<file path="config.mk">
export PLATFORM = sky130hd
export DESIGN_NAME = bit_flip_locator_flat
export DESIGN_NICKNAME = d
export VERILOG_FILES = /design/src/rtl/bit_flip_locator_if.sv /design/src/rtl/bit_flip_locator.sv /design/src/flat_wrapper.sv
export SDC_FILE = /design/constraint.sdc
export NUM_CORES = 1
export LEC_CHECK = 0
export CAP_MARGIN = 40
export CORE_AREA = 2 2 44 63
export CTS_CLUSTER_DIAMETER = 30
export CTS_CLUSTER_SIZE = 40
export DETAILED_ROUTE_END_ITERATION = 7
export DIE_AREA = 0 0 46 65
export PLACE_DENSITY_LB_ADDON = 0.12
export SYNTH_ARGS = -nofsm -noshare
export SYNTH_HDL_FRONTEND = slang
export SYNTH_SLANG_ARGS = --single-unit
</file>
<file path="constraint.sdc">
create_clock -name i_clk -period 4 [get_ports i_clk]
set_input_delay 1.2 -clock i_clk [delete_from_list [all_inputs] [get_ports i_clk]]
set_output_delay 1.2 -clock i_clk [all_outputs]
set_load 0.02 [all_outputs]
</file>
<file path="src/rtl/bit_flip_locator_if.sv">
// Request/result bundle for bit_flip_locator: start + operand pair in, busy/done/index/error out.
// Ports: i_start, i_a, i_b (requester -> locator); o_busy, o_done, o_idx, o_ERR (locator -> requester).
// master = requester side, slave = locator side.
interface bit_flip_locator_if #(
    parameter int N = 8
);
    logic         i_start;
    logic [N-1:0] i_a;
    logic [N-1:0] i_b;
    logic         o_busy;
    logic         o_done;
    logic [N-1:0] o_idx;
    logic         o_ERR;

    modport master (
        output i_start, i_a, i_b,
        input  o_busy, o_done, o_idx, o_ERR
    );

    modport slave (
        input  i_start, i_a, i_b,
        output o_busy, o_done, o_idx, o_ERR
    );
endinterface

</file>
<file path="src/rtl/bit_flip_locator.sv">
// Purpose: finds the single differing bit between i_a and i_b by serial scan, one bit per clock.
// Latency: o_done in the cycle after edge N+1 from start (earlier on a second hit when early exit is on).
// Backpressure: none; i_start is only honoured in IDLE, o_busy high while a scan/result is pending.
// Ports: i_clk, i_rst (sync, active-high); bus (slave modport): i_start/i_a/i_b in,
//        o_busy/o_done/o_idx/o_ERR out. o_idx is sign-magnitude with sign bit always 0.
// Optional macro LOCATOR_EARLY_EXIT_EN: a second differing bit ends the scan early with o_ERR=1.
module bit_flip_locator #(
    parameter int N = 8
) (
    input  logic              i_clk,
    input  logic              i_rst,
    bit_flip_locator_if.slave bus
);
    localparam int CW = $clog2(N);

    typedef enum logic [1:0] {IDLE, SCAN, DONE} state_t;

    state_t        state_q, state_d;
    logic [N-1:0]  diff_q, diff_d;
    logic [CW-1:0] cnt_q, cnt_d;
    logic [CW-1:0] pos_q, pos_d;
    logic [1:0]    hits_q, hits_d;
    // fin: all bits examined (or early exit); the following cycle registers the result.
    logic          fin_q, fin_d;
    logic [N-1:0]  idx_q, idx_d;
    logic          err_q, err_d;

    logic          cur_bit;

    assign cur_bit = diff_q[cnt_q];

    always_comb begin
        state_d = state_q;
        diff_d  = diff_q;
        cnt_d   = cnt_q;
        pos_d   = pos_q;
        hits_d  = hits_q;
        fin_d   = fin_q;
        idx_d   = idx_q;
        err_d   = err_q;

        case (state_q)
            IDLE: begin
                if (bus.i_start) begin
                    state_d = SCAN;
                    diff_d  = bus.i_a ^ bus.i_b;
                    cnt_d   = '0;
                    hits_d  = '0;
                    fin_d   = 1'b0;
                end
            end
            SCAN: begin
                if (fin_q) begin
                    state_d = DONE;
                    fin_d   = 1'b0;
                    if (hits_q == 2'd1) begin
                        idx_d = {{(N-CW){1'b0}}, pos_q};
                        err_d = 1'b0;
                    end else begin
                        idx_d = '0;
                        err_d = 1'b1;
                    end
                end else begin
                    if (cur_bit) begin
                        if (hits_q == 2'd0) begin
                            pos_d = cnt_q;
                        end
                        // Saturate at 2: anything beyond one hit is just "too many".
                        hits_d = (hits_q == 2'd2) ? 2'd2 : hits_q + 2'd1;
                    end
                    if (cnt_q == CW'(N-1)) begin
                        fin_d = 1'b1;
                    end else begin
                        cnt_d = cnt_q + CW'(1);
                    end
`ifdef LOCATOR_EARLY_EXIT_EN
                    if (cur_bit && (hits_q == 2'd1)) begin
                        fin_d = 1'b1;
                    end
`endif
                end
            end
            DONE: begin
                state_d = IDLE;
            end
            default: begin
                state_d = IDLE;
            end
        endcase
    end

    always_ff @(posedge i_clk) begin
        if (i_rst) begin
            state_q <= IDLE;
            diff_q  <= '0;
            cnt_q   <= '0;
            pos_q   <= '0;
            hits_q  <= '0;
            fin_q   <= 1'b0;
            idx_q   <= '0;
            err_q   <= 1'b0;
        end else begin
            state_q <= state_d;
            diff_q  <= diff_d;
            cnt_q   <= cnt_d;
            pos_q   <= pos_d;
            hits_q  <= hits_d;
            fin_q   <= fin_d;
            idx_q   <= idx_d;
            err_q   <= err_d;
        end
    end

    assign bus.o_busy = (state_q != IDLE);
    assign bus.o_done = (state_q == DONE);
    assign bus.o_idx  = idx_q;
    assign bus.o_ERR  = err_q;
endmodule

</file>
<file path="src/flat_wrapper.sv">
// flat-port wrapper written by rule: the top's interface ports become plain ports
module bit_flip_locator_flat 
#(
    parameter int N = 8
)
  (i_clk, i_rst, bus_i_start, bus_i_a, bus_i_b, bus_o_busy, bus_o_done, bus_o_idx, bus_o_ERR);
  bit_flip_locator_if #(.N(N)) bus_i ();
  input  logic i_clk;
  input  logic i_rst;
  input wire logic [$bits(bus_i.i_start)-1:0] bus_i_start;
  input wire logic [$bits(bus_i.i_a)-1:0] bus_i_a;
  input wire logic [$bits(bus_i.i_b)-1:0] bus_i_b;
  output wire logic [$bits(bus_i.o_busy)-1:0] bus_o_busy;
  output wire logic [$bits(bus_i.o_done)-1:0] bus_o_done;
  output wire logic [$bits(bus_i.o_idx)-1:0] bus_o_idx;
  output wire logic [$bits(bus_i.o_ERR)-1:0] bus_o_ERR;
  assign bus_i.i_start = bus_i_start;
  assign bus_i.i_a = bus_i_a;
  assign bus_i.i_b = bus_i_b;
  assign bus_o_busy = bus_i.o_busy;
  assign bus_o_done = bus_i.o_done;
  assign bus_o_idx = bus_i.o_idx;
  assign bus_o_ERR = bus_i.o_ERR;
  bit_flip_locator #(.N(N)) u_core (.i_clk(i_clk), .i_rst(i_rst), .bus(bus_i));
endmodule
</file>
==> results of run 1 <==
## power by group
group,leakage (uW),switching [uW],internal [uW]
Sequential,0.000188,7.86,239
Combinational,0.000314,35.2,41.8
Clock,0.0000150,65.8,38.8
Total,0.000517,109,320
## synthesized netlist by cell type
cell type	count	area [um^2]
mux2i_1	6	60.1
buf_4	5	37.5
nor2_1	16	60.1
mux2_2	1	11.3
or2_2	1	6.26
mux2_1	1	11.3
nand2b_1	9	56.3
nand3_1	3	15.0
conb_1	1	3.75
buf_1	1	3.75
clkbuf_1	4	15.0
ha_1	5	62.6
dfxtp_1	23	460
or3b_2	2	17.5
a31oi_1	2	12.5
buf_6	1	11.3
inv_1	2	7.51
a22o_1	1	8.76
a22oi_1	2	15.0
xnor2_1	8	70.1
or4_1	2	15.0
nor3b_2	1	12.5
nor2b_1	3	18.8
a21oi_1	4	20.0
nand3b_1	1	7.51
o22ai_1	1	6.26
o211ai_1	2	15.0
a21o_1	2	15.0
nand2_1	10	37.5
nor3_2	1	10.0
buf_2	1	5.00
and2_1	1	6.26
nor3_1	1	5.00
a211oi_1	9	67.6
## sequential cells by signal, indices dropped and copies added, names as in the netlist
signal / cells
u_core.hits_q: 2
u_core.state_q: 2
u_core.bus.o_ERR: 1
u_core.diff_q: 8
u_core.cnt_q: 3
u_core.bus.o_idx: 3
u_core.fin_q: 1
u_core.pos_q: 3
## critical path: cells and delay by family (launching register included)
kind          cells  cell delay [ns]
buf+inv           1             0.54
flops             1             0.40
simple gates      1             0.31
## cell type report
| cell class | instances | area share, % |
|---|---|---|
| clock buffer | 4 | 1.84 |
| inverter | 2 | 0.526 |
| multi-input combinational | 100 | 46.4 |
| sequential | 23 | 32.3 |
| tap | 24 | 2.11 |
| timing repair buffer | 24 | 16.8 |
## cell families (layout without fill, tap and decap cells)
group,count (synthesis),after routing,share of synthesized area (%)
flops,23,23,38.8
xor+xnor,8,8,5.90
compound gates,23,23,13.5
fa+ha+maj,5,5,5.27
simple gates,51,51,22.6
other cells,1,5,0.316
mux,8,8,6.95
buf+inv,14,30,6.74
## how the worst min path moves through the flow
| stage | from | end | slack (ns) | cells after the start |
|---|---|---|---|---|
| floorplan | u_core.pos_q[0] | u_core.bus.o_idx[0] | 0.45 | 2 |
| global placement | u_core.bus.o_idx[2] | u_core.bus.o_idx[2] | 0.44 | 2 |
| detailed placement | u_core.bus.o_idx[2] | u_core.bus.o_idx[2] | 0.44 | 2 |
| CTS | u_core.bus.o_idx[2] | u_core.bus.o_idx[2] | 0.46 | 2 |
| global route | u_core.bus.o_idx[0] | u_core.bus.o_idx[0] | 0.50 | 2 |
| finish | u_core.bus.o_idx[2] | u_core.bus.o_idx[2] | 0.46 | 2 |
## routing by layer
layer  global-route usage (%)  share of wire, %
met3                     2.51               3.9
met4                     7.14               2.1
met2                     25.0                52
met1                     16.1                42
met5                        0                 0
## through the flow
| step | util, % | hold slack (ns) | setup WS, ns |
|---|---|---|---|
| global placement | 56.5 | 0.440 | 1.20 |
| detailed placement | 56.5 | 0.444 | 1.15 |
| CTS | 57.6 | 0.460 | 1.23 |
| floorplan | - | 0.448 | 1.86 |
| global route | 57.6 | 0.497 | 1.15 |
| finish | 57.6 | 0.460 | 1.25 |
==> results.json, run 1 <==
{
  "outcome": "finished clean",
  "ys_ff_latch": 23,
  "cts.clk_slew.worst_paths_ns": 0.12,
  "final_area_um2": 1430,
  "core-area_um2": 2480,
  "slew_headroom_pct": 41.6,
  "crit_start": "u_core.state_q[1]",
  "slew_violations": 0,
  "cts_setup_buffers": 0,
  "cts_tree": "yes",
  "leakage_uw": 0.000517,
  "dr.pass1.iters": 3,
  "dpl_cell_area_um2": 1400,
  "via_per_inst": 5.16,
  "nFillCells": 232,
  "clock-sinks": 23,
  "syn_inst": 133,
  "syn_area_per_cell_um2": 8.93,
  "numCtsBuffers": 3,
  "ioPinCount": 30,
  "r2r-start": "u_core.cnt_q[0]",
  "dp_hpwl_um": 1500,
  "crit_fanout": 8,
  "hold_path_class": "flop to flop",
  "multiInputGateArea_um2": 662,
  "worstPathRequired_ns": 2.80,
  "fin_skew_ns": 0.00749,
  "drc": 0,
  "crit_end": "bus_o_busy",
  "place_inst": 173,
  "die_h_um": 65,
  "cp_slowest_stage_delay_ns": 0.54,
  "hold_viol": 0,
  "regArea_um2": 460,
  "clock_latency_ns": 0.30,
  "grt_overflow_total": 0,
  "powerDensity_nw_per_um2": 300,
  "rows": 22,
  "start_util_pct": 47.9,
  "gp_congestion": 0.787,
  "yosys.cell_types.count": 34,
  "setup.worst_path.start_class": "flop",
  "chipWidth_um": 46,
  "grt_max_degree": 27,
  "cp_slowest_cell": "clkdlybuf4s50_1",
  "cts_hold_buf": 0,
  "layout-drive-gt1-share_pct": 5.88,
  "n_antenna_cell": 0,
  "synthesis.area_um2": 1190,
  "finalCriticalPeriod_ns": 2.75,
  "postRouteAntennaNets": 0,
  "period_share_pct": 68.8,
  "setup-violations-final": 0,
  "vdd_drop_max_uv": 167,
  "nets": 178,
  "cts.path.max_buffers": 2,
  "setup_tns_ns": 0,
  "path_cells": "or2_2, clkdlybuf4s50_1",
  "drtIter0Drc": 30,
  "avgRoutedWirePerCell_um": 10.7,
  "grt_pass1_vias": 810,
  "die_area_um2": 2990,
  "yosysWarnings": 0,
  "grt_usage_pct": 14.5,
  "tightest_slew_ns": 0.873,
  "crit_arrival_ns": 1.55,
  "final_cell_mix": "clkdlybuf4s50_1, dfxtp_1, nor2_1",
  "vias": 914,
  "grt_pass1_wl_um": 3280,
  "clock-root-buffer": "clkbuf_4",
  "htree_levels": 1,
  "cap_violations": 0,
  "synth.yosys.seq_area_share_pct": 38.8,
  "fmax_ghz": 0.364,
  "wl_um": 1900,
  "numPortBuffers": 24,
  "worstSetupEndpointType": "output pin",
  "r2r_end": "u_core.cnt_q[2]",
  "crit_type": "flop to output pin",
  "layout_commonest_cell": "clkdlybuf4s50_1",
  "post_cts_resized": 0,
  "r2r_setup_slack_ns": 2.12,
  "syn_to_final_growth_pct": 20.1,
  "rsz0062_at_grt": "false",
  "antenna_found_initial": 0,
  "layoutNonFillerInstCount": 177,
  "p_total_uw": 429,
  "rr_worst_depth": 6
}
(Power assumes the default switching activity.)
==> inputs of run 2 (changes only) <==
CORE_AREA = 2 2 46 64   (was 2 2 44 63)
DIE_AREA = 0 0 48 66   (was 0 0 46 65)
clock period = 2.74 ns   (was 4 ns; I/O delays follow)
==> run 2 against run 1 <==
Effect of this change: die area up 6.0%; clock-buffer cell count down 1; critical path depth did not move; critical endpoint unchanged.
==> results.json, run 2 (synthesis gave the netlist of run 1 again) <==
{
  "slew_headroom_pct": 65.6,
  "cts_tree": "yes",
  "crit_type": "flop to output pin",
  "fmax_ghz": 0.416,
  "layout_commonest_cell": "clkdlybuf4s50_1",
  "outcome": "finished clean",
  "nets": 180,
  "layout-drive-gt1-share_pct": 7.74,
  "antenna_found_initial": 0,
  "clock-root-buffer": "clkbuf_4",
  "final_cell_mix": "clkdlybuf4s50_1, dfxtp_1, nor2_1",
  "largest_register_ffs": 8,
  "die_area_um2": 3170,
  "ioPinCount": 30,
  "cts_hold_buf": 0,
  "rsz0062_at_grt": "false",
  "hold_viol": 0,
  "cts.clk_slew.worst_paths_ns": 0.12,
  "avgRoutedWirePerCell_um": 10.3,
  "tightest_slew_ns": 0.515,
  "nFillCells": 256,
  "via_per_inst": 4.73,
  "hold_path_class": "flop to flop",
  "slew_violations": 0,
  "powerDensity_nw_per_um2": 433,
  "layoutNonFillerInstCount": 191,
  "period_share_pct": 87.7,
  "multiInputGateArea_um2": 662,
  "core-area_um2": 2620,
  "rows": 22,
  "die_h_um": 66,
  "syn_to_final_growth_pct": 22.8,
  "setup.worst_path.start_class": "flop",
  "gp_congestion": 0.757,
  "vias": 903,
  "cts_setup_buffers": 0,
  "vdd_drop_max_uv": 344,
  "grt_pass1_wl_um": 3310,
  "crit_arrival_ns": 1.58,
  "clock-sinks": 23,
  "setup-violations-final": 0,
  "fin_skew_ns": 0.00862,
  "worstPathRequired_ns": 1.92,
  "dr.pass1.iters": 2,
  "numCtsBuffers": 3,
  "start_util_pct": 45.4,
  "post_cts_resized": 0,
  "worstSetupEndpointType": "output pin",
  "grt_usage_pct": 14.6,
  "grt_pass1_vias": 812,
  "leakage_uw": 0.000529,
  "setup_tns_ns": 0,
  "place_inst": 187,
  "dp_hpwl_um": 1590,
  "drtIter0Drc": 3,
  "htree_levels": 1,
  "chipWidth_um": 48,
  "holdWs_ns": 0.459,
  "crit_fanout": 8,
  "wl_um": 1970,
  "grt_overflow_total": 0,
  "clock_latency_ns": 0.31,
  "grt_max_degree": 18,
  "numPortBuffers": 24,
  "cap_violations": 0,
  "finalCriticalPeriod_ns": 2.40,
  "regMostFlops": "u_core.diff_q",
  "postRouteAntennaNets": 0,
  "regArea_um2": 460,
  "cts.path.max_buffers": 2,
  "n_antenna_cell": 0,
  "p_total_uw": 630,
  "drc": 0
}
-- run 2: cell count changes in the layout (fill, tap and decap cells not counted) --
| cell | delta |
|---|---|
| clkbuf_1 | -1 |
| clkinv_2 | +1 |
| buf_4 | +2 |
-- run 2: worst max-delay path, cell delays in order (launching register included) --
cell	delay [ns]
dfxtp_1	0.41
or2_2	0.32
clkdlybuf4s50_1	0.54
-- run 2: where the power goes --
| part | internal, uW | switching (uW) | leakage (uW) | total (uW) |
|---|---|---|---|---|
| clock network | 54.6 | 99.7 | 0.0000177 | 154 |
| registers | 349 | 11.5 | 0.000188 | 360 |
| logic | 63.1 | 52.7 | 0.000324 | 116 |
-- run 2: metrics by stage --
| stage | setup slack [ns] | cell area (um^2) | util (%) |
|---|---|---|---|
| after detailed placement | 0.410 | 1430 | 54.7 |
| after CTS | 0.315 | 1460 | 55.7 |
| final | 0.338 | 1460 | 55.7 |
| after global routing | 0.233 | 1460 | 55.7 |
| after global placement | 0.469 | 1430 | 54.7 |
| after floorplan | 0.983 | 1200 | - |
-- run 2: path summary, 6_finish.rpt --
check	start	slack (ns)	cells past startpoint	to
max	u_core.state_q[1]	0.34	2	bus_o_busy
min reg2reg	u_core.bus.o_idx[0]	0.46	2	u_core.bus.o_idx[0]
min	u_core.bus.o_idx[0]	0.46	2	u_core.bus.o_idx[0]
max reg2reg	u_core.cnt_q[0]	0.89	6	u_core.cnt_q[2]
-- run 2: metal layers --
layer,GRT usage (%),part of all wire [%],vias up,wire [um]
li1,-,-,487,-
met1,16.0,42,389,837
met2,25.0,51,23,1010
met3,2.46,4.1,4,80
met4,8.11,2.4,0,47
met5,0,0,-,0
-- run 2: layout make-up --
class,count,area share (%)
Multi-Input combinational cell,100,45.4
Sequential cell,23,31.6
Timing Repair Buffer,26,17.5
Tap cell,36,3.09
Clock buffer,3,1.55
Inverter,2,0.515
Clock inverter,1,0.343
==> inputs of run 3 (changes only) <==
CORE_AREA = 2 2 44 66   (was 2 2 46 64)
DIE_AREA = 0 0 46 68   (was 0 0 48 66)
GPL_TIMING_DRIVEN = 0   (was not set)
==> run 3 against run 2 <==
Effect of this change: sequential power about the same; sequential share of layout area decreased by 1.1 points; die area down 1.3%; highest routed layer unchanged; combinational power grew 9%; largest power group unchanged; clock skew is 0.0080 ns lower; final area increased by 3.6%; clock power is 36% higher; critical path type unchanged; global-route usage grew 0.82 points.
==> results.json, run 3 (synthesis gave the netlist of run 1 again) <==
{
  "outcome": "finished clean",
  "die_area_um2": 3130,
  "r2r_end": "u_core.cnt_q[1]",
  "period_share_pct": 88.2,
  "rsz0062_at_grt": "false",
  "setup-violations-final": 0,
  "hold_path_class": "flop to flop",
  "vias": 966,
  "worstPathRequired_ns": 1.92,
  "worstSetupEndpointType": "output pin",
  "hold_viol": 0,
  "clock-root-buffer": "clkbuf_8",
  "drc": 0,
  "rr_worst_depth": 6,
  "nets": 189,
  "leakage_uw": 0.000567,
  "regMostFlops": "u_core.diff_q",
  "wl_um": 2110,
  "via_per_inst": 5.11,
  "hold_path_end": "u_core.bus.o_idx[2]",
  "clock-sinks": 23,
  "syn_to_final_growth_pct": 27.2,
  "cap_violations": 0,
  "grt_max_degree": 14,
  "chipWidth_um": 46,
  "start_util_pct": 45.8,
  "final_area_um2": 1510,
  "ioPinCount": 30,
  "htree_levels": 1,
  "setup_tns_ns": 0,
  "cts_tree": "yes",
  "layout-drive-gt1-share_pct": 10.4,
  "grt_pass1_wl_um": 3550,
  "rows": 23,
  "hold_path_depth": 2,
  "powerDensity_nw_per_um2": 459,
  "clock_latency_ns": 0.26,
  "core-area_um2": 2590,
  "antenna_found_initial": 0,
  "cts_setup_buffers": 0,
  "grt_overflow_total": 0,
  "slew_violations": 0,
  "multiInputGateArea_um2": 662,
  "finalCriticalPeriod_ns": 2.42,
  "r2r-start": "u_core.cnt_q[1]",
  "grt_usage_pct": 15.4,
  "dr.pass1.iters": 2,
  "postRouteAntennaNets": 0,
  "die_h_um": 68,
  "avgRoutedWirePerCell_um": 11.2,
  "numPortBuffers": 23,
  "nFillCells": 252,
  "hp-start": "u_core.bus.o_idx[2]",
  "crit_fanout": 8,
  "numCtsBuffers": 3,
  "gp_congestion": 0.743,
  "fin_skew_ns": 0.000570,
  "regArea_um2": 460,
  "crit_arrival_ns": 1.60,
  "holdWs_ns": 0.454,
  "tightest_slew_ns": 0.561,
  "n_antenna_cell": 0,
  "crit_type": "flop to output pin",
  "largest_register_ffs": 8,
  "drtIter0Drc": 13,
  "slew_headroom_pct": 62.5,
  "cts.clk_slew.worst_paths_ns": 0.08,
  "cts.path.max_buffers": 2,
  "crit_start": "u_core.state_q[1]",
  "r2r_setup_slack_ns": 0.96,
  "final_cell_mix": "clkdlybuf4s50_1, dfxtp_1, nor2_1",
  "dp_hpwl_um": 1710,
  "post_cts_resized": 0,
  "fmax_ghz": 0.414,
  "vdd_drop_max_uv": 310,
  "dpl_cell_area_um2": 1460,
  "cts_hold_buf": 0,
  "grt_pass1_vias": 913,
  "setup.worst_path.start_class": "flop"
}
run 3: cell types whose count changed in the layout (fill, tap and decap cells not counted):
cell,change
clkbuf_1,+4
buf_1,+1
buf_6,+1
clkbuf_4,-3
clkdlybuf4s50_1,-1
buf_2,+1
buf_4,+3
clkbuf_8,+3
run 3: metrics by stage:
stage               setup WS, ns  power (uW)  instances  util (%)
global placement           0.312         490        185      56.5
detailed placement         0.238         494        185      56.5
floorplan                  0.983         449        137         -
global route               0.201         723        189      58.3
finish                     0.322         693        189      58.3
CTS                        0.292         702        189      58.3
run 3: worst max path at each step:
stage / endpoint / slack (ns) / cells past startpoint
6_report: bus_o_done / 0.32 / 3
5_1_grt: bus_o_done / 0.20 / 3
4_1_cts: bus_o_done / 0.29 / 3
3_5_place_dp: u_core.diff_q[6] / 0.24 / 5
3_3_place_gp: u_core.diff_q[5] / 0.31 / 5
2_1_floorplan: u_core.hits_q[1] / 0.98 / 4
run 3: worst max-delay path: stages, from the launching register on:
cell and delay [ns]:
dfxtp_1 0.31, clkbuf_1 0.25, nor2b_1 0.17, clkdlybuf4s50_1 0.60
run 3: routing by layer:
layer	vias up	wire, um	global-route usage, %
li1	508	-	-
met1	431	836	15.2
met2	22	1140	29.0
met3	5	83	3.17
met4	0	46	7.50
met5	-	0	0
run 3: area by class of cell:
type                            instances  share of cell area (%)
Multi-Input combinational cell        100                    43.8
Sequential cell                        23                    30.5
Timing Repair Buffer                   23                    15.2
Buffer                                 12                    4.81
Clock buffer                            3                    2.73
Tap cell                               25                    2.07
Inverter                                2                   0.497
Clock inverter                          1                   0.331
run 3: report_power, final:
part	internal [uW]	switching [uW]	leakage [uW]	total (uW)
logic	68.5	58.0	0.000354	126
registers	349	9.21	0.000188	358
clock network	102	107	0.0000255	209
total	519	174	0.000567	693
